### src/rtl/cpu_ctrl.sv
// Multi-cycle fetch/decode/execute sequencer for the 8-bit CPU: fetches bytes over a
// req/ack handshake and drives the register file's select/enable/write-data controls.
module cpu_ctrl #(
  parameter logic [7:0] RESET_PC = 8'h00
) (
  input  logic       clk,
  input  logic       rst,
  output logic       mem_req,
  output logic [7:0] mem_addr,
  input  logic       mem_ack,
  input  logic [7:0] mem_rdata,
  output logic [2:0] reg_sel,
  output logic       reg_ren,
  output logic       reg_wen,
  output logic [7:0] reg_wdata,
  input  logic [7:0] bus_in,
  output logic [7:0] out_data,
  output logic       out_valid,
  output logic       halted,
  output logic       illegal
);

  typedef enum logic [2:0] {
    S_FETCH,
    S_DECODE,
    S_OPERAND,
    S_EXEC,
    S_HALT
  } state_e;

  localparam logic [2:0] OP_NOP = 3'b000;
  localparam logic [2:0] OP_LDI = 3'b001;
  localparam logic [2:0] OP_OUT = 3'b010;
  localparam logic [2:0] OP_JMP = 3'b011;
  localparam logic [2:0] OP_HLT = 3'b111;

  state_e     state_q, state_d;
  logic [7:0] pc_q, pc_d;
  logic [7:2] ir_q, ir_d;
  logic [7:0] opnd_q, opnd_d;
  logic [7:0] out_data_q, out_data_d;
  logic       out_valid_q, out_valid_d;
  logic       illegal_q, illegal_d;

  logic [2:0] opcode;
  logic [2:0] reg_r;

  assign opcode = ir_q[7:5];
  assign reg_r  = ir_q[4:2];

  always_ff @(posedge clk) begin
    // NOTE: registers take non-blocking assignments so every one samples pre-edge values.
    if (rst) begin
      state_q     <= S_FETCH;
      pc_q        <= RESET_PC;
      ir_q        <= '0;
      opnd_q      <= '0;
      out_data_q  <= '0;
      out_valid_q <= 1'b0;
      illegal_q   <= 1'b0;
    end else begin
      state_q     <= state_d;
      pc_q        <= pc_d;
      ir_q        <= ir_d;
      opnd_q      <= opnd_d;
      out_data_q  <= out_data_d;
      out_valid_q <= out_valid_d;
      illegal_q   <= illegal_d;
    end
  end

  always_comb begin
    // NOTE: every signal gets a default first, so no path through the case infers a latch.
    state_d     = state_q;
    pc_d        = pc_q;
    ir_d        = ir_q;
    opnd_d      = opnd_q;
    out_data_d  = out_data_q;
    out_valid_d = 1'b0;
    illegal_d   = illegal_q;
    case (state_q)
      S_FETCH: begin
        if (mem_ack) begin
          ir_d    = mem_rdata[7:2];
          pc_d    = pc_q + 8'd1;
          state_d = S_DECODE;
        end
      end
      S_DECODE: begin
        case (opcode)
          OP_NOP:         state_d = S_FETCH;
          OP_LDI, OP_JMP: state_d = S_OPERAND;
          OP_OUT:         state_d = S_EXEC;
          OP_HLT:         state_d = S_HALT;
          default: begin
            illegal_d = 1'b1;
            state_d   = S_FETCH;
          end
        endcase
      end
      S_OPERAND: begin
        if (mem_ack) begin
          opnd_d  = mem_rdata;
          pc_d    = pc_q + 8'd1;
          state_d = S_EXEC;
        end
      end
      S_EXEC: begin
        state_d = S_FETCH;
        if (opcode == OP_OUT) begin
          out_data_d  = bus_in;
          out_valid_d = 1'b1;
        end
        if (opcode == OP_JMP) pc_d = opnd_q;
      end
      S_HALT:  state_d = S_HALT;
      default: state_d = S_FETCH;
    endcase
  end

  // Reset gates the handshake and register enables combinationally, even mid-transfer.
  always_comb begin
    mem_req   = 1'b0;
    reg_ren   = 1'b0;
    reg_wen   = 1'b0;
    reg_sel   = '0;
    reg_wdata = '0;
    if (!rst) begin
      case (state_q)
        S_FETCH, S_OPERAND: mem_req = 1'b1;
        S_EXEC: begin
          if (opcode == OP_LDI) begin
            reg_wen   = 1'b1;
            reg_sel   = reg_r;
            reg_wdata = opnd_q;
          end else if (opcode == OP_OUT) begin
            reg_ren = 1'b1;
            reg_sel = reg_r;
          end
        end
        default: ;
      endcase
    end
  end

  assign mem_addr  = pc_q;
  assign out_data  = out_data_q;
  assign out_valid = out_valid_q;
  assign halted    = (state_q == S_HALT);
  assign illegal   = illegal_q;

endmodule

### config.mk
export PLATFORM = sky130hd
export DESIGN_NAME = cpu_ctrl
export DESIGN_NICKNAME = d
export VERILOG_FILES = /design/src/rtl/cpu_ctrl.sv
export SDC_FILE = /design/constraint.sdc
export NUM_CORES = 1
export LEC_CHECK = 0
export CORE_AREA = 3 3 83 85
export DETAILED_ROUTE_END_ITERATION = 7
export DIE_AREA = 0 0 86 88
export PLACE_DENSITY = 0.52
export SYNTH_ARGS = -nofsm -noshare
export SYNTH_HDL_FRONTEND = slang
export SYNTH_SLANG_ARGS = --single-unit
export TNS_END_PERCENT = 30
### constraint.sdc
create_clock -name clk -period 1.86 [get_ports clk]
set_input_delay 0.372 -clock clk [delete_from_list [all_inputs] [get_ports clk]]
set_output_delay 0.372 -clock clk [all_outputs]
set_load 0.01 [all_outputs]
Word level (Yosys, flattened, before mapping)
Index checks and enable logic that the tools add are counted.

word-level totals
  register bits after elaboration = 35
  output and inout port bits = 33

operators by class
  add/subtract/negate cells = 1
  equality and inequality tests = 12
  multiplexer cells = 23
  bitwise gates (word level) = 2
  reduce and logical (&&, ||, !) cells = 13

operators by type and width
  kind                                           count
  two-way mux 8 bit                              5
  two-way mux 3 bit                              6
  case mux 8 bit (2 select lines)                1
  == test 3 x 2 -> 1 bit, second input constant  4
  case mux 3 bit (4 select lines)                1
  AND reduction 2 bit                            5
  two-way mux 1 bit                              9
  case mux 3 bit (3 select lines)                1
  adder 8 x 1 -> 8 bit, second input constant    1
  == test 3 x 1 -> 1 bit, second input constant  2
  == test 3 bit, second input constant           2
  zero test 3 bit                                2
  != test 2 bit, second input constant           3
  OR reduction 2 bit                             3
  OR reduction 5 bit                             1
  AND reduction 3 bit                            1
  != test 2 x 1 -> 1 bit, second input constant  1
  NOT 1 bit                                      2
  nonzero test 2 bit                             1

Logic depth before layout (Yosys ltp)
Gate-level depths: netlist (run 1).

  word-level depth = 5
  mapped depth = 7
  gate-level depth less buffers = 5

Worst setup path after synthesis (run 1)
Ideal clock, no wire load.

  path kind = register to output
  from = register state_q[2]
  to = output port reg_wdata[0]
  data arrival time = 1.492 ns
  data required time = 1.488 ns
  path slack = -0.004 ns
  stages on the path, launching flop included = 5
  path through = dfxtp_1 > buf_4 > nand3b_1 > nor4_2 > and2_1

on the way
  word-level cells in the longest chain between the ends = 3

RTL lines
  item                    line  source
  start, declared         37    state_e state_q, state_d;
  start signal, assigned  62    state_q <= state_d;
  == test 3 x 2 -> 1 bit  129   case (state_q)
  two-way mux 8 bit       129
  two-way mux 8 bit       128   if (!rst) begin
  end, declared           15    output logic [7:0] reg_wdata,

No other way between the ends.

Final worst setup path (run 1)
  from = register state_q[2]
  to = output port reg_wdata[7]

Same word-level chain as after synthesis.

==> metrics.md, run 1 <==
| Metric | Value |
|---|---|
| Max VDD drop | between 0.3 and 0.4 mV |
| Horiz. Die Dim | approximately 86 um |
| R2r setup slk | 0.15 ns |
| # setup viols final | 7 |
| Sw Share | a little under a quarter |
| Global route overflow | 0 |
| Crit path DAT | 1.59 ns |
| Largest family of logic cells by synthesized area | simple AND/OR/NAND/NOR gates |
| R2r endpoint | mem_addr[5] |
| Relative slew margins | 80.5% |
| DR WL/cell | roughly 13 um |
| Hold-critical path depth | 2 |
| First-pass GRT wire length | 7.13 mm |
| Worst-skew pair later-pin latency | ~0.29 ns |
| Comb pwr share | a little over a tenth |
| Via count of the first global-routing pass | 1484 |
| FF+latch count, synth | 35 |
| Slew Limit Fails | 0 |
| Initial antenna violation count | 0 |
| Worst setup SP type | flip-flop |
| DRC | 0 |
| Worst min path class | reg -> reg |
| Num CTS Buffers | 5 |
| Final ANT Viol Nets | 0 |
| FF-to-FF Start | state_q[2] |
| Area Growth Syn to Fin | 56.1% |
| Worst slack, placed | -0.509 ns |
| Req. time, crit path | 1.49 ns |
| N_diodes | 0 |
| Simple-gate share of the synthesized area | 27.7% |
| Fillers | 654 |
| Die area | 7570 um^2 |
| Top delay family on crit path | simple AND/OR/NAND/NOR gates |
| Root Driver | clkbuf_8 |
| Period utilization | 106% |
| Worst Max-Slew Pin Slew | 0.292 ns |
| Distinct cells, synth | 38 |
| Core ar. | 6280 um^2 |
| Initial core utilization | 25.5% |
| Post-synthesis xor/xnor area fraction | less than 1% |
| Synth top area share | 43.8% |
| Maximum clock rate | just over 0.5 GHz |
| Synth warnings | 0 |
| Main flop type after synthesis | dfxtp_1 |
| Via count | 1558 |
| Net Switching | 0.374 mW |
| Largest net degree at the start of global routing | 20 |
| Hold WS | 0.477 ns |
| Post-synthesis compound-gate area fraction | 12.6% |
| Via density | 4.56 |
| CTS Hold Bufs | 0 |
| Most used cell, CP | buf_6 |
| Worst path buffer plus inverter count | 4 |
| GP Congestion | 0.716 |
| Sequential power share | 48.0% |
| Num ports | 52 |
| Ys async rst share | 0% |
| CTS max path bufs | 2 |
| Area contributors post-synth | dfxtp_1, mux2i_1, a21oi_1 |
| CP endpoint kind | output port |
| Leakage | 1.04 nW |
| FP Rows | 29 |
| Adder-cell share of the synthesized area | 0.782% |
| Number of synthesized flops with an enable pin | 0 |
| MaxCap Viol Count | 0 |
| IO Port Bufs | 51 |
| P_int | 1.26 mW |
| Critical Path Source | state_q[2] |
| Die Span Y | 88 um |
| PwrDens | 656 nW/um^2 |
| Pwr Total | roughly 1.6 mW |
| Worst setup margin | -0.106 ns |
| RSZ-0062 raised after global routing | true |
| Post-Route WL | roughly 4.3 mm |
| Finished Core Util | slightly below 40% |
| Power share of the clock group | 41.0% |
| DRT iter0 DRCs | 67 |
| Worst path cell trace | nand3b_1 > nor4_4 > buf_4 > buf_6 > buf_6 > and2_4 > buf_2 |
| Post-Syn Area | ~1600 um^2 |
| Share of post-route cells with drive strength above 1 | approximately a quarter |
| Status | complete, but fails checks |
| Critical path's slowest cell | dfxtp_2 |
| Reg2reg path depth | 6 |
| Layout Nets | 285 |
| Post-synthesis mux area share | 10.7% |
| Crit-path max cell delay | ~0.32 ns |
| Gr usage total | around an eighth |
| TritonCTS clock tree | done |
| Avg Cell Area, Syn | 8.51 um^2 |
| CTS clk-pin slew, worst paths | around 0.07 ns |
| Synth area leader | dfxtp_1 |
| DR pass1 iterations | 4 |
| Mapped Cells | 188 |
| Final Hold Fails | 0 |
| Critical path peak fanout | 2 |
| H-Tree Depth | 2 |
| Dpl hpwl | 3.14 mm |
| Setup Skew | between 0.006 and 0.007 ns |
| Failing checks | setup timing |
| Register area share after synthesis | 43.8% |
| TritonCTS Sinks | 35 |
| Hold-critical path endpoint | illegal |
| Syn Nets | ~210 |
| Worst Hold Launch | illegal |
| Crit path kind | reg -> out |
| Crit path time final | 1.97 ns |
==> registers in the layout (all words and copies together) (netlist names) <==
signal     count
out_valid      1
opnd_q         8
illegal        1
mem_addr       8
out_data       8
ir_q           6
state_q        3
==> cells in the mapped netlist, types with 2 or more instances <==
cell type	number
dfxtp_1	35
nand2_1	23
nor2_1	22
a21oi_1	18
mux2i_1	16
and2_1	12
clkbuf_1	7
nor3_1	5
buf_2	4
nor3b_1	4
a21o_1	3
nand3_1	3
nand3b_1	3
o21ai_0	3
a31oi_1	2
and3_1	2
and3b_1	2
nand2b_1	2
nor4_1	2
o211ai_1	2
==> routing by layer <==
layer | wire, um | track usage [%] | vias up
li1 | - | - | 804
met2 | 1910 | 18.4 | 35
met1 | 2130 | 15.8 | 714
met4 | 39 | 3.45 | 0
met3 | 261 | 4.70 | 5
met5 | 0 | 0 | -
==> worst max path at each step <==
stage | to | slack (ns) | depth (start not counted)
CTS | reg_wdata[6] | -0.12 | 7
finish | reg_wdata[7] | -0.11 | 7
global route | reg_wdata[5] | -0.22 | 7
detailed placement | reg_wdata[5] | -0.51 | 5
floorplan | reg_wdata[0] | 0.12 | 4
global placement | reg_sel[2] | -0.51 | 5
==> power groups by stage <==
stage	clock network [mW]	logic, mW	registers [mW]
after global routing	0.721	0.198	0.788
after detailed placement	0	0.178	0.801
final	0.672	0.180	0.786
after CTS	0.693	0.180	0.786
after global placement	0	0.177	0.801
after floorplan	0	0.0818	0.798
==> cell families (layout without fill, tap and decap cells) <==
logic type | count (synthesis) | after routing
simple gates | 86 | 86
flops | 35 | 35
compound gates | 34 | 34
mux | 17 | 17
buf+inv | 14 | 91
fa+ha+maj | 1 | 1
xor+xnor | 1 | 1
==> metrics by stage <==
| stage | cells | cell area, um^2 | TNS (ns) |
|---|---|---|---|
| floorplan | 188 | 1610 | 0 |
| global placement | 327 | 2340 | -6.65 |
| detailed placement | 327 | 2340 | -6.73 |
| CTS | 341 | 2450 | -0.535 |
| global route | 342 | 2500 | -1.69 |
| finish | 342 | 2500 | -0.562 |
==> tightest hold or removal path, delay by kind of cell (launching register included) <==
| family | cells | cell delay, ns |
|---|---|---|
| AOI/OAI and AO/OA | 1 | 0.04 |
| DFF | 1 | 0.33 |
| and+or+nand+nor | 1 | 0.07 |
==> what timing repair did <==
| item | 4_1_cts | 5_1_grt |
|---|---|---|
| resized for setup | 58 | 11 |
| setup buffers | 6 | 1 |
| gates cloned | 1 | 0 |
| pin swaps | 2 | 0 |
| setup endpoints to repair | 15 | 13 |
| hold endpoints to repair | 0 | 0 |
==> final cells by class <==
type	count	area, um^2	area share [%]
sequential	35	704	28.2
multi-input combinational	139	872	34.9
tap	77	96.3	3.86
inverter	1	3.75	0.150
timing repair buffer	83	713	28.6
clock buffer	5	68.8	2.76
clock inverter	2	37.5	1.50
==> cells in the final DEF (no fill, tap or decap), types with 4 or more instances in the layout <==
master            n
dlygate4sd2_1     4
buf_2            10
clkdlybuf4s50_1  35
nand2_1          23
nor2_1           22
mux2i_1          16
clkbuf_8          5
buf_4            28
a21oi_1          18
nor3_1            5
buf_6             6
and2_1            9
dfxtp_1          32
No activity file was read; power rests on OpenSTA's default activity.
==> inputs of run 2 (changes only) <==
==> constraint.sdc (replaced) <==
create_clock -name clk -period 1.9 [get_ports clk]
set_input_delay 0.38 -clock clk [delete_from_list [all_inputs] [get_ports clk]]
set_output_delay 0.38 -clock clk [all_outputs]
set_load 0.01 [all_outputs]
==> metrics.md, run 2 (synthesis results as in run 1) <==
| Metric | Value |
|---|---|
| Fin area | 2450 um^2 (-1.7%) |
| Crit. path cell count | 7 (unchanged) |
| Root Driver | clkbuf_8 |
| Dpl hpwl | 3.14 mm (about the same) |
| # setup viols final | 10 (+3) |
| CP endpoint kind | output port |
| Fin Setup TNS | -1.24 ns (-0.679 ns) |
| Worst Max-Slew Pin Slew | 0.385 ns (+0.0936 ns) |
| CTS max path bufs | 2 (unchanged) |
| P_int | 1.23 mW (-2.2%) |
| CTS Hold Bufs | 0 (unchanged) |
| Worst setup SP type | flip-flop |
| Largest net degree at the start of global routing | 20 (unchanged) |
| Post-route insts no fill | 336 (-1.8%) |
| Crit path kind | reg -> out |
| Num ports | 52 (unchanged) |
| Crit path time final | 2.06 ns |
| Share of post-route cells with drive strength above 1 | 22.0% (-2.5 points) |
| Most frequent cells in the layout | clkdlybuf4s50_1, dfxtp_1, buf_4 |
| DR pass1 iterations | 4 (unchanged) |
| DRT iter0 DRCs | 60 (-10%) |
| GP Congestion | 0.771 (+7.7%) |
| Comb pwr share | 10.9% (about the same) |
| Final ANT Viol Nets | 0 (unchanged) |
| Slew Limit Fails | 0 (unchanged) |
| Top delay family on crit path | simple AND/OR/NAND/NOR gates |
| FP Rows | 29 (unchanged) |
| Initial core utilization | 25.5% (unchanged) |
| Sw Share | 23.1% (+0.25 points) |
| Placed cell count | 323 (-1.2%) |
| Core ar. | 6280 um^2 (unchanged) |
| PwrDens | 654 nW/um^2 (-0.22%) |
| Via count of the first global-routing pass | 1506 (+1.5%) |
| Num CTS Buffers | 5 (unchanged) |
| Crit-path max cell delay | 0.31 ns (about the same) |
| Relative slew margins | 74.3% (-6.2 points) |
| Max VDD drop | 0.339 mV (+8.1%) |
| Finished Core Util | 39.1% (-0.68 points) |
| Via density | 4.61 (+1.2%) |
| Period utilization | 108% |
| Final Hold Fails | 0 (unchanged) |
| Reg2reg path depth | 6 (unchanged) |
| Hold-critical path depth | 2 (unchanged) |
| Leakage | 1.01 nW (-3.6%) |
| First-pass GRT wire length | 7.20 mm (+0.97%) |
| Area Growth Syn to Fin | 53.4% |
| Crit path DAT | 1.68 ns (+0.09 ns) |
| Horiz. Die Dim | 86 um (unchanged) |
| Worst-skew pair later-pin latency | 0.29 ns (about the same) |
| Status | complete, but fails checks |
| Maximum clock rate | 0.486 GHz |
| Net Switching | 0.371 mW (-0.87%) |
| TritonCTS Sinks | 35 (unchanged) |
| Worst min path class | reg -> reg |
| Post-Route WL | 4.28 mm (-1.3%) |
| Critical path peak fanout | 3 (+1) |
| Global route overflow | 0 (unchanged) |
| TritonCTS clock tree | done |
| Setup Skew | 0.00577 ns (-0.00120 ns) |
| H-Tree Depth | 2 (unchanged) |
| Initial antenna violation count | 0 (unchanged) |
| Worst setup margin | -0.159 ns (-0.0536 ns) |
| N_diodes | 0 (unchanged) |
| IO Port Bufs | 51 (unchanged) |
| Req. time, crit path | 1.52 ns (+0.03 ns) |
| Failing checks | setup timing |
| Critical path's slowest cell | dfxtp_1 |
| Power share of the clock group | 41.0% (about the same) |
| Leading cell type in the layout, fill and taps excluded | clkdlybuf4s50_1 |
| Via count | 1549 (-0.58%) |
| DP Area | 2300 um^2 (-1.7%) |
| DRC | 0 (unchanged) |
| CTS clk-pin slew, worst paths | 0.07 ns (about the same) |
| Worst slack, placed | -0.479 ns (+0.0303 ns) |
| Die area | 7570 um^2 (unchanged) |
| Worst path buffer plus inverter count | 4 (unchanged) |
| Sequential power share | 48.1% (about the same) |
| RSZ-0062 raised after global routing | true |
| MaxCap Viol Count | 0 (unchanged) |
| DR WL/cell | 12.7 um (+0.42%) |
| Die Span Y | 88 um (unchanged) |
| Gr usage total | 12.0% (-0.059 points) |
| Worst path cell trace | nand3b_1 > buf_4 > nor4_4 > buf_2 > buf_4 > and2_1 > buf_2 |
| Layout Nets | 279 (-2.1%) |
## run 2: cell count changes in the layout (fill, tap and decap cells not counted), moves of 2 or more
cell     delta
buf_4       -3
and2_1      +3
dfxtp_2     -3
and2_4      -3
buf_6       -5
dfxtp_4     +2
## run 2: final timing paths
path | to | slack, ns | start
min | illegal | 0.47 | illegal
max reg2reg | mem_addr[5] | 0.19 | state_q[1]
min reg2reg | illegal | 0.47 | illegal
max | reg_wdata[1] | -0.16 | state_q[2]
## run 2: per-layer routing
layer | global-route usage [%] | routed length (um)
met1 | 15.8 | 2090
met2 | 18.3 | 1880
met3 | 4.80 | 285
met4 | 3.02 | 23
met5 | 0 | 0
## run 2: timing repair
action                                  in CTS  in global routing
endpoints found under the setup margin      15                 13
buffers inserted                             3                  2
endpoints found under the hold margin        0                  0
cloned                                       1                  0
pin swaps                                    2                  2
resized for setup                           57                  8
## run 2: tightest hold or removal path, stage by stage (launching register included)
cell and delay, ns:
dfxtp_1 0.33, a21oi_1 0.04, nor2_1 0.07
## run 2: power groups by stage
stage               combinational, mW  sequential [mW]  clock (mW)
global placement                0.164            0.786           0
detailed placement              0.165            0.785           0
CTS                             0.170            0.771       0.678
global route                    0.193            0.776       0.711
finish                          0.174            0.773       0.658
floorplan                      0.0794            0.780           0
## run 2: stage by stage
stage          hold slack [ns]  total power [mW]
4_1_cts                  0.480              1.62
2_1_floorplan            0.442             0.860
5_1_grt                  0.515              1.68
3_3_place_gp             0.458             0.950
3_5_place_dp             0.463             0.950
6_report                 0.469              1.61
## run 2: layout make-up
type	instances	area (um^2)
flip-flops and latches	35	708
multi-input cells	139	892
repair buffers	77	647
fillers	662	3820
inverters	1	3.75
clock inverters	2	37.5
well taps	77	96.3
clock buffers	5	68.8
==> inputs of run 3 (changes only) <==
==> constraint.sdc (replaced) <==
create_clock -name clk -period 1.9 [get_ports clk]
set_input_delay 0.19 -clock clk [delete_from_list [all_inputs] [get_ports clk]]
set_output_delay 0.19 -clock clk [all_outputs]
set_load 0.01 [all_outputs]
==> metrics.md, run 3 (synthesis results as in run 1) <==
| Metric | Value |
|---|---|
| DP Area | 2260 um^2 (-1.6%) |
| Global route overflow | 0 (unchanged) |
| Crit-path max cell delay | 0.57 ns (+0.26 ns) |
| H-Tree Depth | 2 (unchanged) |
| Fin area | 2370 um^2 (-3.5%) |
| Area Growth Syn to Fin | 48.0% |
| IO Port Bufs | 51 (unchanged) |
| Reg area | 706 um^2 (-0.35%) |
| Req. time, crit path | 1.71 ns (+0.19 ns) |
| Die area | 7570 um^2 (unchanged) |
| Placed cell count | 318 (-1.5%) |
| GP Congestion | 0.778 (+0.99%) |
| Initial core utilization | 25.5% (unchanged) |
| RSZ-0062 raised after global routing | true |
| Post-route insts no fill | 327 (-2.7%) |
| Worst-skew pair later-pin latency | 0.29 ns (about the same) |
| Pwr Total | 1.51 mW (-6.0%) |
| Reg2reg path depth | 5 (-1) |
| DR pass1 iterations | 4 (unchanged) |
| DR WL/cell | 13.0 um (+2.4%) |
| Gr usage total | 12.1% (+0.067 points) |
| PwrDens | 638 nW/um^2 (-2.5%) |
| Layout Nets | 269 (-3.6%) |
| Setup Skew | 0.00733 ns (+0.00155 ns) |
| Crit path kind | in -> out |
| Root Driver | clkbuf_8 |
| Crit path DAT | 1.66 ns (-0.02 ns) |
| Status | finished clean |
| CTS clk-pin slew, worst paths | 0.07 ns (about the same) |
| Critical path's slowest cell | clkdlybuf4s50_1 |
| TritonCTS Sinks | 35 (unchanged) |
| CTS max path bufs | 2 (unchanged) |
| Fillers | 673 (+1.7%) |
| Die Span Y | 88 um (unchanged) |
| Relative slew margins | 74.8% (+0.49 points) |
| Crit path time final | 1.85 ns (-0.212 ns) |
| MaxCap Viol Count | 0 (unchanged) |
| FP Rows | 29 (unchanged) |
| Worst Max-Slew Pin Slew | 0.378 ns (-0.00758 ns) |
| Num ports | 52 (unchanged) |
| Worst setup SP type | input port |
| Worst min path class | in -> reg |
| Horiz. Die Dim | 86 um (unchanged) |
| Critical path peak fanout | 25 (+22) |
| CTS Hold Bufs | 0 (unchanged) |
| Largest net degree at the start of global routing | 26 (+30%) |
| DRC | 0 (unchanged) |
| Core ar. | 6280 um^2 (unchanged) |
| First-pass GRT wire length | 7.20 mm (about the same) |
| Hold-critical path depth | 3 (+1) |
| # setup viols final | 0 (-10) |
| Post-Route WL | 4.26 mm (-0.30%) |
| Dpl hpwl | 3.13 mm (-0.51%) |
| Multi-input gate area | 845 um^2 (-5.3%) |
| Final ANT Viol Nets | 0 (unchanged) |
| Leakage | 0.938 nW (-6.8%) |
| Worst slack, placed | -0.0980 ns (+0.381 ns) |
| DRT iter0 DRCs | 49 (-18%) |
| Hold WS | 0.454 ns (-0.0147 ns) |
| TritonCTS clock tree | done |
| Worst setup margin | 0.0523 ns (+0.212 ns) |
| Slew Limit Fails | 0 (unchanged) |
| Share of post-route cells with drive strength above 1 | 14.0% (-8.0 points) |
| Via density | 4.64 (+0.63%) |
| Most frequent cells in the layout | clkdlybuf4s50_1, dfxtp_1, nand2_1 |
| Period utilization | 97.2% (-11 points) |
| Finished Core Util | 37.7% (-1.4 points) |
| Via count | 1517 (-2.1%) |
| Leading cell type in the layout, fill and taps excluded | clkdlybuf4s50_1 |
| Fin Setup TNS | 0 ns (+1.24 ns) |
| Max VDD drop | 0.365 mV (+7.6%) |
| Worst path cell trace | clkdlybuf4s50_1 > buf_6 > nor3_1 > clkdlybuf4s50_1 |
| Num CTS Buffers | 5 (unchanged) |
| CP endpoint kind | output port |
| Via count of the first global-routing pass | 1473 (-2.2%) |
| N_diodes | 0 (unchanged) |
| Most used cell, CP | clkdlybuf4s50_1 |
| Final Hold Fails | 0 (unchanged) |
| Initial antenna violation count | 0 (unchanged) |
| Maximum clock rate | 0.541 GHz (+11%) |
[run 3: changes by cell type in the layout (fill, tap and decap cells not counted), sizes merged]
cell | before | now
buf | 37 | 16
clkdlybuf4s15 | 1 | 6
clkdlybuf4s50 | 35 | 38
clkbuf | 6 | 8
dlygate4sd2 | 3 | 5
bufinv | 1 | 0
clkinv | 0 | 1
[run 3: area by class of cell]
class	instances	share of cell area [%]
multi-input cells	139	35.7
repair buffers	67	26.1
flip-flops and latches	35	29.8
clock buffers	6	3.49
clock inverters	2	0.687
inverters	1	0.159
well taps	77	4.07
[run 3: power by group]
| part | total, mW | internal, mW | switching (mW) |
|---|---|---|---|
| Combinational | 0.158 | 0.0893 | 0.0687 |
| Sequential | 0.769 | 0.750 | 0.0188 |
| Clock | 0.583 | 0.296 | 0.287 |
[run 3: worst paths after layout]
check / start / endpoint / slack (ns)
hold reg to reg: illegal / illegal / 0.48
setup reg to reg: state_q[2] / mem_addr[5] / 0.29
setup / recovery: rst / mem_req / 0.05
hold / removal: mem_rdata[1] / opnd_q[1] / 0.45
[run 3: what timing repair did]
action,4_1_cts,5_1_grt
endpoints found under the hold margin,0,0
endpoints found under the setup margin,13,9
resized for setup,18,11
pin swaps,2,0
buffers inserted,1,0
[run 3: metal layers]
layer	vias to the layer above	track usage (%)	share of wire [%]	wire length, um
li1	771	-	-	-
met1	696	16.9	49	2080
met5	-	0	0	0
met2	45	17.5	43	1850
met3	5	3.48	6.8	289
met4	0	4.32	1.0	44
[run 3: worst max-delay path: cells and delay by family]
family	cells	cell delay (ns)
buffers and inverters	3	1.33
and+or+nand+nor	1	0.14
